$ cat src/rtl/mm_arb_pkg.sv
`default_nettype none
// ============================================================================
// Module      : mm_arb_pkg
// Description : Shared types, constants and width helper for mm_job_arbiter.
// Revision    : 1.0 - initial release
// ============================================================================
package mm_arb_pkg;

    typedef enum logic [2:0] {
        ST_IDLE   = 3'd0,
        ST_START  = 3'd1,
        ST_WAIT   = 3'd2,
        ST_RESP   = 3'd3,
        ST_ENGRST = 3'd4
    } mm_arb_state_t;

    localparam int c_RESULT_WIDTH = 24;

    // Width able to hold the values 0..n-1, never narrower than one bit.
    function automatic int idx_width(input int n);
        return (n > 1) ? $clog2(n) : 1;
    endfunction

endpackage : mm_arb_pkg
`default_nettype wire

$ cat src/rtl/mm_job_arbiter_rr_pick.sv
`default_nettype none
// ============================================================================
// Module      : rr_pick
// Description : Combinational round-robin picker; searches req upward from
//               ptr and returns a one-hot winner plus its index.
// Revision    : 1.0 - initial release
// ============================================================================
module rr_pick
    import mm_arb_pkg::*;
#(
    parameter int NUM_REQ = 4,
    parameter int PTR_W   = idx_width(NUM_REQ)
) (
    input  logic [NUM_REQ-1:0] i_req,
    input  logic [PTR_W-1:0]   i_ptr,
    output logic [NUM_REQ-1:0] o_winner,
    output logic [PTR_W-1:0]   o_index
);

    localparam int c_SW = PTR_W + 1;

    logic [c_SW-1:0]  w_sum;
    logic [PTR_W-1:0] w_sel;
    logic             w_found;

    always_comb begin
        o_winner = '0;
        o_index  = '0;
        w_sum    = '0;
        w_sel    = '0;
        w_found  = 1'b0;
        for (int i = 0; i < NUM_REQ; i++) begin
            // ptr + i modulo NUM_REQ without a divider
            w_sum = {1'b0, i_ptr} + c_SW'(i);
            if (w_sum >= c_SW'(NUM_REQ)) begin
                w_sum = w_sum - c_SW'(NUM_REQ);
            end
            w_sel = w_sum[PTR_W-1:0];
            if (!w_found && i_req[w_sel]) begin
                w_found         = 1'b1;
                o_winner[w_sel] = 1'b1;
                o_index         = w_sel;
            end
        end
    end

endmodule : rr_pick
`default_nettype wire

$ cat src/rtl/mm_job_arbiter.sv
`default_nettype none
// ============================================================================
// Module      : mm_job_arbiter
// Description : Round-robin arbiter sharing one matmul engine among NUM_REQ
//               requesters. Optional WAIT watchdog: define MM_ARB_TIMEOUT_EN.
// Revision    : 1.0 - initial release
// ============================================================================
module mm_job_arbiter
    import mm_arb_pkg::*;
#(
    parameter int NUM_REQ        = 4,
    parameter int RESULT_WIDTH   = c_RESULT_WIDTH,
    parameter int TIMEOUT_CYCLES = 64,
    parameter int ENG_RST_CYCLES = 2
) (
    input  logic                    clk,
    input  logic                    rst_n,
    input  logic [NUM_REQ-1:0]      req,
    output logic [NUM_REQ-1:0]      gnt,
    output logic                    eng_start,
    input  logic                    eng_done,
    input  logic [RESULT_WIDTH-1:0] eng_sum,
    output logic                    eng_rst_n,
    output logic [NUM_REQ-1:0]      rsp_valid,
    output logic [RESULT_WIDTH-1:0] rsp_sum,
    output logic                    busy,
    output logic                    timeout
);

    localparam int c_PTR_W = idx_width(NUM_REQ);
    // One counter serves both the ENGRST hold and the WAIT watchdog.
    localparam int c_CNT_W = idx_width((TIMEOUT_CYCLES > ENG_RST_CYCLES) ?
                                       TIMEOUT_CYCLES : ENG_RST_CYCLES);
    localparam logic [c_CNT_W-1:0] c_ERST_LAST = c_CNT_W'(ENG_RST_CYCLES - 1);
    localparam logic [c_PTR_W-1:0] c_LAST_IDX  = c_PTR_W'(NUM_REQ - 1);
`ifdef MM_ARB_TIMEOUT_EN
    localparam logic [c_CNT_W-1:0] c_TO_LAST   = c_CNT_W'(TIMEOUT_CYCLES - 1);
`endif

    mm_arb_state_t           r_state;
    logic [c_PTR_W-1:0]      r_ptr;
    logic [c_PTR_W-1:0]      r_win_idx;
    logic [c_CNT_W-1:0]      r_cnt;
    logic [NUM_REQ-1:0]      r_gnt;
    logic                    r_eng_start;
    logic                    r_eng_rst_n;
    logic [NUM_REQ-1:0]      r_rsp_valid;
    logic [RESULT_WIDTH-1:0] r_rsp_sum;
    logic                    r_timeout;

    logic [NUM_REQ-1:0]      w_winner;
    logic [c_PTR_W-1:0]      w_win_idx;
    logic [c_PTR_W-1:0]      w_ptr_next;

    rr_pick #(
        .NUM_REQ (NUM_REQ),
        .PTR_W   (c_PTR_W)
    ) u_rr_pick (
        .i_req    (req),
        .i_ptr    (r_ptr),
        .o_winner (w_winner),
        .o_index  (w_win_idx)
    );

    assign w_ptr_next = (r_win_idx == c_LAST_IDX) ? '0 : r_win_idx + c_PTR_W'(1);

    always_ff @(posedge clk or negedge rst_n) begin
        if (!rst_n) begin
            r_state     <= ST_IDLE;
            r_ptr       <= '0;
            r_win_idx   <= '0;
            r_cnt       <= '0;
            r_gnt       <= '0;
            r_eng_start <= 1'b0;
            r_eng_rst_n <= 1'b0;
            r_rsp_valid <= '0;
            r_rsp_sum   <= '0;
            r_timeout   <= 1'b0;
        end else begin
            r_eng_start <= 1'b0;
            r_rsp_valid <= '0;
            case (r_state)
                ST_IDLE: begin
                    r_eng_rst_n <= 1'b1;
                    r_cnt       <= '0;
                    if (|req) begin
                        r_gnt       <= w_winner;
                        r_win_idx   <= w_win_idx;
                        r_eng_start <= 1'b1;
                        r_state     <= ST_START;
                    end
                end
                ST_START: begin
                    r_cnt   <= '0;
                    r_state <= ST_WAIT;
                end
                ST_WAIT: begin
                    if (eng_done) begin
                        r_rsp_sum   <= eng_sum;
                        r_rsp_valid <= r_gnt;
                        r_state     <= ST_RESP;
                    end
`ifdef MM_ARB_TIMEOUT_EN
                    else if (r_cnt == c_TO_LAST) begin
                        r_timeout   <= 1'b1;
                        r_eng_rst_n <= 1'b0;
                        r_cnt       <= '0;
                        r_state     <= ST_ENGRST;
                    end else begin
                        r_cnt <= r_cnt + c_CNT_W'(1);
                    end
`endif
                end
                ST_RESP: begin
                    r_eng_rst_n <= 1'b0;
                    r_cnt       <= '0;
                    r_state     <= ST_ENGRST;
                end
                ST_ENGRST: begin
                    if (r_cnt == c_ERST_LAST) begin
                        r_eng_rst_n <= 1'b1;
                        r_gnt       <= '0;
                        r_ptr       <= w_ptr_next;
                        r_state     <= ST_IDLE;
                    end else begin
                        r_cnt <= r_cnt + c_CNT_W'(1);
                    end
                end
                default: begin
                    r_gnt   <= '0;
                    r_state <= ST_IDLE;
                end
            endcase
        end
    end

    assign gnt       = r_gnt;
    assign eng_start = r_eng_start;
    assign eng_rst_n = r_eng_rst_n;
    assign rsp_valid = r_rsp_valid;
    assign rsp_sum   = r_rsp_sum;
    assign busy      = (r_state != ST_IDLE);
    assign timeout   = r_timeout;

endmodule : mm_job_arbiter
`default_nettype wire

$ cat config.mk
export PLATFORM = sky130hd
export DESIGN_NAME = mm_job_arbiter
export DESIGN_NICKNAME = d
export VERILOG_FILES = /design/src/rtl/mm_arb_pkg.sv /design/src/rtl/mm_job_arbiter_rr_pick.sv /design/src/rtl/mm_job_arbiter.sv
export SDC_FILE = /design/constraint.sdc
export NUM_CORES = 1
export LEC_CHECK = 0
export BUFFER_PORTS_ARGS = -buffer_cell sky130_fd_sc_hd__buf_2
export CORE_ASPECT_RATIO = 1.5
export CORE_MARGIN = 2
export CORE_UTILIZATION = 40
export CTS_BUF_LIST = sky130_fd_sc_hd__clkbuf_16
export CTS_CLUSTER_DIAMETER = 120
export DETAILED_ROUTE_END_ITERATION = 12
export PLACE_DENSITY_LB_ADDON = 0.25
export SLEW_MARGIN = 10
export SYNTH_ARGS = -nofsm -noshare
export SYNTH_HDL_FRONTEND = slang
export SYNTH_SLANG_ARGS = --single-unit
$ cat constraint.sdc
create_clock -name clk -period 2.9 [get_ports clk]
set_clock_uncertainty 0.15 [all_clocks]
set_input_delay 0.435 -clock clk [delete_from_list [all_inputs] [get_ports clk]]
set_output_delay 0.435 -clock clk [all_outputs]
set_load 0.1 [all_outputs]
==> results.cfg <==
[status]
run_status = finished clean

[global_routing]
first_global_vias = 1732
gr-usage-met1 = 0.185
antenna_found_initial = 0
grt_pass1_wl_um = 7940
use_met3 = 0.0288
grt_overflow = 0
grt-busiest-layer = met2
track_usage = 0.157
grtUsageMet2 = 0.277
grt_max_degree = 23

[clock_tree]
cts.clk_slew.worst_paths_ps = 60
clock-sinks = 47
postCtsSetupBuffers = 0
cts_tree = yes
clk_latency_ps = 280
cts_root_buf = clkbuf_16
ctsLongestPathBuffers = 2
cts_resized = 0
hold_buffers = 1
htree_levels = 2
cts_buffers = 5

[sta]
finalHoldViolations = 0
fin_crit_ps = 2360
tns_ps = 0
slew_headroom = 0.555
rsz0062_at_grt = no
finalCritPeriodShare = 0.814
fmax_mhz = 424
drv_slew = 0
tightest_slew_ps = 661
setup_viol = 0

[floorplanning]
initial_core_util = 0.412
fp.coreArea_mm2 = 0.00574
rows = 34
io_pins = 67
die_w_um = 66.8
fp.dieH_um = 98.2
dieArea_mm2 = 0.00656

[critical_path]
crit_fanout = 7
worstPathCellList = inv_1, ha_1, mux4_1, and2b_1, nand2_1, nor2_1, a221o_1
slowest_delay_ps = 560
r2r-start = r_ptr[1]$_DFFE_PN0P_
path_class = register to register
arrival_ps = 2370
critPathLaunchType = register
crit_required_ps = 2910
cp_slowest_cell = mux4_1
cp-end-kind = register
startpoint = r_ptr[1]$_DFFE_PN0P_

[logic_synthesis]
syn_inst = 202
synthAdderAreaFrac = 0.0529
syn_area_per_cell_um2 = 11.7
yosys_warnings = 1
synth_area_leaders = dfrtp_1 50%, mux2_2 12%, ha_1 5.3%, mux4_2 2.9%, o21ai_0 2.5%
synth_compound_area_frac = 0.118
synth-xor-area-share = 0.00370
synth_flop_cell = dfrtp_1
synth_mux_area_frac = 0.179
synth_area_leader_cell = dfrtp_1
synthesis.area_mm2 = 0.00237
syn-num-nets = 243
synth-seq-cells = 47
synth_top_family_by_area = multiplexers
yosysMostFrequentCell = dfrtp_1
ys_seq_area_frac = 0.497
synthTopCellsByCount = 47 x dfrtp_1, 25 x mux2_2, 12 x o21ai_0
synth_cell_types = 40
yosysTopAreaCellShare = 0.497
synthSimpleGateAreaFrac = 0.111
synth-async-reset-ratio = 1.00
synth_edf_count = 0

[finish]
multi_input_area_mm2 = 0.00111
fillers = 519
final_area_mm2 = 0.00296
diodes = 0
register_area_mm2 = 0.00118
area_growth_syn_to_layout_pct = 25.1
drive_above_1_share = 0.402
nets = 311

[run]
cap_violations = 0

[detailed_routing]
drt_iter0_drc = 132
routed_via_density = 5.29
ant_nets = 0
drtPass1Iterations = 4
vias = 1813
drc = 0
routedWlPerCell_um = 14.1
routed_wl_um = 4830

[place]
port_buffers = 65
placed_area_mm2 = 0.00278
dp_hpwl_um = 3680
gp_congestion = 0.838

[worst_hold_path]
min_path_type = input port to register
min-delay-start = eng_sum[23]
-- registers in the layout, summed over array words and instances (netlist names) --
| name | flops |
|---|---|
| eng_rst_n | 1 |
| eng_start | 1 |
| gnt | 4 |
| r_cnt | 6 |
| r_ptr | 2 |
| r_state | 3 |
| r_win_idx | 2 |
| rsp_sum | 24 |
| rsp_valid | 4 |
-- placed cells by master (no fill, tap or decap), types with 2 or more instances in the layout --
cell       synthesis  routed
nor3_1             9       9
nor2_1             8       8
ha_1              10      10
mux2_1             2       2
nand3_1            4       4
dfrtp_1           47      47
buf_4              2       4
nand2_1           11      11
o211ai_1           4       4
clkbuf_16          0       5
o21ai_0           12      12
a221o_1            4       4
a21oi_1            8       8
o41ai_1            2       2
o22ai_1            2       2
mux4_2             3       3
nor4_1             2       2
nor2b_1            4       4
inv_1              8       8
or3_1              3       3
mux2_2            25      25
buf_2              3      65
and2_1             4       4
a221oi_1           5       5
-- layout make-up --
type / instances / area share
multi-input cells: 137 / 0.375
flip-flops and latches: 47 / 0.397
repair buffers: 71 / 0.130
well taps: 72 / 0.0304
inverters: 8 / 0.0101
clock inverters: 3 / 0.0148
clock buffers: 5 / 0.0423
-- per-stage QoR --
step                cells  hold slack (ps)  utilization  setup WS [ps]
floorplan             202            -10.6            -            478
global placement      334              267        0.484            608
detailed placement    334              271        0.484            558
CTS                   343              228        0.515            525
global route          343              219        0.515            363
finish                343              228        0.515            539
-- critical path, delay by kind of cell (launching register included) --
kind	cells	cell delay (ps)
compound gates	1	320
fa+ha+maj	1	420
buf+inv	1	100
flops	1	340
mux	1	560
simple gates	3	330
-- per-layer routing --
layer | vias up | share of wire
met1 | 876 | 0.40
met4 | 0 | 0.010
met5 | - | 0
li1 | 872 | -
met2 | 63 | 0.52
met3 | 2 | 0.068
-- final timing paths --
kind                       slack [ps]  cells past startpoint                      end
max reg2reg                       540                      7       gnt[1]$_DFFE_PN0P_
min reg2reg                       340                      1  rsp_sum[23]$_DFFE_PN0P_
max in group asynchronous        1500                      3   rsp_valid[3]$_DFF_PN0_
min in group asynchronous         490                      2  rsp_sum[18]$_DFFE_PN0P_
min                               230                      2  rsp_sum[23]$_DFFE_PN0P_
max                               540                      7       gnt[1]$_DFFE_PN0P_
-- kinds of logic after synthesis --
| group | after synthesis |
|---|---|
| AOI/OAI and AO/OA | 42 |
| xor gates and xnor gates | 1 |
| adders and majority gates | 10 |
| buffers and inverters | 18 |
| DFF | 47 |
| muxes | 33 |
| other | 1 |
| and+or+nand+nor | 50 |
Power is left out: the tool's default activity adds up to more than one toggle a clock period on the data nets, which glitch-free logic cannot reach.
